--- src/rtl/vend_pkg.sv ---
// vend_pkg: shared types and defaults for the vending balance controller.
// Audit width is used only when BALANCE_AUDIT_EN is defined.
package vend_pkg;

  localparam int DEF_MONEY_W     = 4;
  localparam int DEF_MAX_BALANCE = 15;
  localparam int DEF_RED_HOLD    = 4;
  localparam int AUDIT_W         = 8;

  typedef enum logic [1:0] {
    IDLE,
    SERVE_C,
    SERVE_O,
    ERR
  } state_t;

  function automatic logic [AUDIT_W-1:0] sat_add(
    input logic [AUDIT_W-1:0] a,
    input logic [AUDIT_W-1:0] b
  );
    logic [AUDIT_W:0] s;
    s = {1'b0, a} + {1'b0, b};
    return s[AUDIT_W] ? '1 : s[AUDIT_W-1:0];
  endfunction

endpackage

--- src/rtl/rr_arb2.sv ---
// rr_arb2: two-requester round-robin arbiter, req[0]=customer, req[1]=owner.
// Grant is combinational; last-grant pointer updates on each enabled grant.
module rr_arb2 (
  input  logic       clk,
  input  logic       rst_n,
  input  logic       en,
  input  logic [1:0] req,
  output logic [1:0] gnt
);

  logic last_own;

  always_comb begin
    gnt = 2'b00;
    if (en) begin
      unique case (req)
        2'b01:   gnt = 2'b01;
        2'b10:   gnt = 2'b10;
        2'b11:   gnt = last_own ? 2'b01 : 2'b10;
        default: gnt = 2'b00;
      endcase
    end
  end

  // Reset value says "owner went last" so the customer wins the first tie.
  always_ff @(posedge clk or negedge rst_n) begin
    if (!rst_n) begin
      last_own <= 1'b1;
    end else if (en && (|req)) begin
      last_own <= gnt[1];
    end
  end

endmodule

--- src/rtl/vend_balance_ctrl.sv ---
// vend_balance_ctrl: balance register, customer/owner arbitration, payout, red light.
// Optional: BALANCE_AUDIT_EN adds the saturating audit_total output.
module vend_balance_ctrl
  import vend_pkg::*;
#(
  parameter int MONEY_W     = DEF_MONEY_W,
  parameter int MAX_BALANCE = DEF_MAX_BALANCE,
  parameter int RED_HOLD    = DEF_RED_HOLD
) (
  input  logic               clk,
  input  logic               rst_n,
  input  logic               cust_req,
  input  logic [MONEY_W-1:0] cust_amt,
  output logic               cust_gnt,
  output logic               cust_nack,
  input  logic               own_req,
  output logic               own_gnt,
  output logic [MONEY_W-1:0] machine_money,
  output logic               wd_valid,
  output logic [MONEY_W-1:0] wd_amt,
  output logic               red_light
`ifdef BALANCE_AUDIT_EN
  ,
  output logic [AUDIT_W-1:0] audit_total
`endif
);

  localparam int CNT_W = (RED_HOLD > 1) ? $clog2(RED_HOLD) : 1;

  state_t             state;
  logic [1:0]         arb_req;
  logic [1:0]         arb_gnt;
  logic               arb_en;
  logic [MONEY_W:0]   sum;
  logic               fits;
  logic [MONEY_W-1:0] pend_bal;
  logic [CNT_W-1:0]   hold_cnt;

  assign arb_req = {own_req, cust_req};
  assign arb_en  = (state == IDLE);

  // One extra bit so an overflowing deposit compares as too large.
  assign sum  = {1'b0, machine_money} + {1'b0, cust_amt};
  assign fits = (sum <= (MONEY_W+1)'(MAX_BALANCE));

  rr_arb2 u_arb (
    .clk   (clk),
    .rst_n (rst_n),
    .en    (arb_en),
    .req   (arb_req),
    .gnt   (arb_gnt)
  );

  always_ff @(posedge clk or negedge rst_n) begin
    if (!rst_n) begin
      state         <= IDLE;
      machine_money <= '0;
      pend_bal      <= '0;
      hold_cnt      <= '0;
      cust_gnt      <= 1'b0;
      cust_nack     <= 1'b0;
      own_gnt       <= 1'b0;
      wd_valid      <= 1'b0;
      wd_amt        <= '0;
      red_light     <= 1'b0;
    end else begin
      cust_gnt  <= 1'b0;
      cust_nack <= 1'b0;
      own_gnt   <= 1'b0;
      wd_valid  <= 1'b0;
      wd_amt    <= '0;
      unique case (state)
        IDLE: begin
          unique case (1'b1)
            arb_gnt[0]: begin
              state     <= SERVE_C;
              cust_gnt  <= 1'b1;
              cust_nack <= !fits;
              pend_bal  <= sum[MONEY_W-1:0];
            end
            arb_gnt[1]: begin
              state    <= SERVE_O;
              own_gnt  <= 1'b1;
              wd_valid <= |machine_money;
              wd_amt   <= machine_money;
            end
            default: ;
          endcase
        end
        SERVE_C: begin
          if (!cust_nack) machine_money <= pend_bal;
          state <= IDLE;
        end
        SERVE_O: begin
          if (wd_valid) begin
            machine_money <= '0;
            state         <= IDLE;
          end else begin
            state     <= ERR;
            red_light <= 1'b1;
            hold_cnt  <= CNT_W'(RED_HOLD - 1);
          end
        end
        ERR: begin
          if (hold_cnt == '0) begin
            red_light <= 1'b0;
            state     <= IDLE;
          end else begin
            hold_cnt <= hold_cnt - 1'b1;
          end
        end
        default: state <= IDLE;
      endcase
    end
  end

`ifdef BALANCE_AUDIT_EN
  always_ff @(posedge clk or negedge rst_n) begin
    if (!rst_n) begin
      audit_total <= '0;
    end else if (state == SERVE_O && wd_valid) begin
      audit_total <= sat_add(audit_total, AUDIT_W'(wd_amt));
    end
  end
`endif

endmodule
--- config.mk ---
export PLATFORM = sky130hd
export DESIGN_NAME = vend_balance_ctrl
export DESIGN_NICKNAME = d
export VERILOG_FILES = /design/src/rtl/vend_pkg.sv /design/src/rtl/rr_arb2.sv /design/src/rtl/vend_balance_ctrl.sv
export SDC_FILE = /design/constraint.sdc
export NUM_CORES = 1
export LEC_CHECK = 0
export CAP_MARGIN = 20
export CORE_MARGIN = 2
export CORE_UTILIZATION = 45
export CTS_BUF_LIST = sky130_fd_sc_hd__clkbuf_8 sky130_fd_sc_hd__clkbuf_16
export CTS_CLUSTER_SIZE = 25
export DETAILED_ROUTE_END_ITERATION = 8
export GPL_TIMING_DRIVEN = 0
export PLACE_DENSITY = 0.78
export SLEW_MARGIN = 20
export SYNTH_ARGS = -nofsm -noshare
export SYNTH_HDL_FRONTEND = slang
export SYNTH_SLANG_ARGS = --single-unit
--- constraint.sdc ---
create_clock -name clk -period 4.2 [get_ports clk]
set_input_delay 1.05 -clock clk [delete_from_list [all_inputs] [get_ports clk]]
set_output_delay 1.05 -clock clk [all_outputs]
set_load 0.05 [all_outputs]
==> results by group, run 1 <==
Outcome
  • Status: completed

Worst setup path
  • CP max stage cell: clkdlybuf4s50_1
  • CP bufs+invs: 1
  • Worst EP required: 3.15 ns
  • Top delay family on crit path: buffers and inverters
  • CP peak stage delay: 0.85 ns
  • CP startpoint: machine_money[1]
  • Arr. time, crit path: 1.58 ns
  • Startpoint type of the worst setup path: register
  • Crit. End Element: output pin
  • Crit Path Max Fanout: 7
  • Flop2flop setup slack: 2.64 ns
  • R2r startpoint: machine_money[0]
  • Crit path kind: reg2out
  • CP cell instances: clkdlybuf4s50_1

Drt
  • Drt first pass iters: 4
  • DR iter-0 viols: 6
  • Routed wl met2: 1.000 mm
  • DRC: 0
  • Drt via density: 5.128
  • M1 WL: 859 µm
  • Final WL: 1.947 mm
  • Vias: 759
  • Wire length on met3: 52 µm
  • Top Layer Used: met4
  • Routed WL per cell: 13.16 µm
  • Antenna Nets Post-Route: 0

Power and ir drop
  • Combinational fraction of design power: 0.503
  • Clock share of power: 0.142
  • Leak Pwr: 0.6278 nW
  • Flop pwr share: 0.355
  • Maximum VDD drop: 0.4248 mV
  • Internal power: 0.6017 mW
  • Sw power: 0.4403 mW
  • Sw Ratio: 0.4226
  • PwrDens: 755.7 nW/µm²

Clocking
  • TritonCTS clock tree: done
  • CTS Buffer Depth: 2
  • CTS root buf: clkbuf_8
  • Clock Latency Late Sink: 0.26 ns
  • Clock sink total: 22
  • H-tree depth: 1
  • CTS resizes: 0
  • Worst-path clk slew: 0.07 ns
  • CTS Buf Count: 3
  • Post-CTS Setup Inserts: 0
  • CTS Hold Bufs: 0

Yosys
  • Async SR Flop Fraction: 1.000
  • Synth warn: 0
  • Cells after Synth: 96
  • Number of synthesized flops with an enable pin: 0
  • Post-synthesis sequential area ratio: 0.5069
  • Netlist Area Pre-Place: 1089 µm²
  • Syn avg cell area: 11.34 µm²
  • Distinct cells, synth: 32
  • Register bit total from synthesis: 22
  • Ys flop type: dfrtp_1
  • Syn Nets: 110

STA
  • Crit share post-route: 0.6257
  • Fin Setup TNS: 0 ns
  • Relative slew margins: 0.3908
  • Min cycle time layout: 2.628 ns
  • RSZ-0062 raised after global routing: false
  • Clock skew: 0.002196 ns
  • Final Slew Violations: 0
  • Transition time of the tightest slew-check pin: 0.9110 ns
  • Highest clock rate: 380.5 MHz
  • Final hold vios: 0
  • Final setup vio count: 0

Run
  • Max-cap violations: 0

Cells and area
  • Commonest cells after routing, fill and taps aside: 21 x dfrtp_1, 20 x clkdlybuf4s50_1, 11 x a21oi_1
  • Post-synthesis to final-layout area growth: 26.67%
  • ANT cells: 0
  • Non-Filler Instances: 148
  • Most common cell after layout, fill and taps aside: dfrtp_1
  • Layout cells sized above 1: 0.1417
  • Fin nets: 135

Global routing
  • Largest net degree at the start of global routing: 23
  • GRT Overall Usage: 0.1738
  • First-pass GRT wire length: 3.456 mm
  • Grt total ovfl: 0
  • Number of global-route vias before repair: 780
  • Antenna violations before repair: 0

Floorplan
  • Core area: 2255 µm²
  • Die W: 53.19 µm
  • I/O pins: 21
  • # rows: 17
  • Die area: 2829 µm²
  • Die height: 53.19 µm
  • Initial Utilization: 0.4828

Worst hold path
  • Hold_sp: pend_bal[3]
  • Hold Path Class: reg2reg

Placement
  • I/O Buffers: 20
  • Placed cells: 144
  • Final GP Congestion: 0.7454
## through the flow
| step | hold slack (ns) | setup slack (ns) | instance area (µm²) | total power [mW] | util |
|---|---|---|---|---|---|
| 2_1_floorplan | 0.4597 | 2.206 | 1089 | 0.7475 | - |
| 3_3_place_gp | 0.4823 | 1.637 | 1324 | 0.8744 | 0.5871 |
| 3_5_place_dp | 0.5060 | 1.608 | 1324 | 0.9005 | 0.5871 |
| 4_1_cts | 0.5348 | 1.556 | 1379 | 1.052 | 0.6115 |
| 5_1_grt | 0.5524 | 1.522 | 1379 | 1.116 | 0.6115 |
| 6_report | 0.5348 | 1.572 | 1379 | 1.042 | 0.6115 |
## cells by family (layout without fill, tap and decap cells)
kind of cell               after synthesis  after routing  share of synthesized area
adders and majority gates                6              6                    0.07586
and+or+nand+nor                         27             27                     0.1701
AOI/OAI and AO/OA                       28             28                     0.1632
buffers and inverters                   10             34                    0.04828
DFF                                     22             22                     0.5069
muxes                                    2              2                    0.02759
xor gates and xnor gates                 1              1                   0.008047
## sequential cells by signal (all words and copies together) (netlist names)
signal          cells
red_light           1
wd_valid            1
machine_money       4
hold_cnt            2
cust_gnt            1
u_arb.last_own      1
pend_bal            4
cust_nack           1
state               2
own_gnt             1
wd_amt              4
## final timing paths
| path | depth (start not counted) | endpoint |
|---|---|---|
| min reg2reg | 2 | pend_bal[3] |
| min | 2 | pend_bal[3] |
| max in group asynchronous | 1 | pend_bal[2] |
| min in group asynchronous | 1 | wd_amt[2] |
| max | 1 | machine_money[1] |
| max reg2reg | 6 | cust_nack |
## Yosys cell counts, types with 2 or more instances
| cell type | count | area (µm²) |
|---|---|---|
| nor2b_1 | 2 | 12.51 |
| o21ai_0 | 4 | 20.02 |
| ha_1 | 5 | 62.56 |
| a21oi_1 | 11 | 55.05 |
| dfrtp_1 | 21 | 525.5 |
| inv_1 | 8 | 30.03 |
| nand2b_1 | 2 | 12.51 |
| mux2_4 | 2 | 30.03 |
| and2_1 | 4 | 25.02 |
| nand3_1 | 2 | 10.01 |
| buf_6 | 2 | 22.52 |
| o22ai_1 | 4 | 25.02 |
| o21ai_1 | 3 | 15.01 |
| nand2_1 | 8 | 30.03 |
## power by group through the flow
stage | logic, mW | clock network [mW] | registers, mW
2_1_floorplan | 0.277 | 0 | 0.470
3_3_place_gp | 0.506 | 0 | 0.369
3_5_place_dp | 0.526 | 0 | 0.375
4_1_cts | 0.528 | 0.153 | 0.371
5_1_grt | 0.576 | 0.159 | 0.381
6_report | 0.524 | 0.148 | 0.370
## area by class of cell
cell class                 count  area, µm²
fill                         189      875.8
sequential                    22      551.8
multi-input combinational     64      484.2
timing repair buffer          20      200.2
clock buffer                   4      55.05
tap                           28      35.03
inverter                       8      30.03
buffer                         2      22.52
## layer usage
| metal | vias to the layer above | track usage |
|---|---|---|
| li1 | 379 | - |
| met3 | 4 | 0.01977 |
| met4 | 0 | 0.07692 |
| met1 | 357 | 0.2152 |
| met2 | 19 | 0.3021 |
| met5 | - | 0 |
(Power assumes the default switching activity.)
==> run 2, diff against run 1 <==
==> constraint.sdc (replaced) <==
create_clock -name clk -period 2.6 [get_ports clk]
set_input_delay 0.65 -clock clk [delete_from_list [all_inputs] [get_ports clk]]
set_output_delay 0.65 -clock clk [all_outputs]
set_load 0.05 [all_outputs]
==> results of run 2 <==
Same layout as run 1 (identical final DEF). Status: completed.
Main changes from that run: setup slack after placement 1.608 ns -> 0.4084 ns; setup slack after layout 1.572 ns -> 0.3719 ns; register-to-register setup slack 2.64 ns -> 1.04 ns; total power 1.042 mW -> 1.683 mW; worst IR drop on VDD 0.4248 mV -> 0.6862 mV
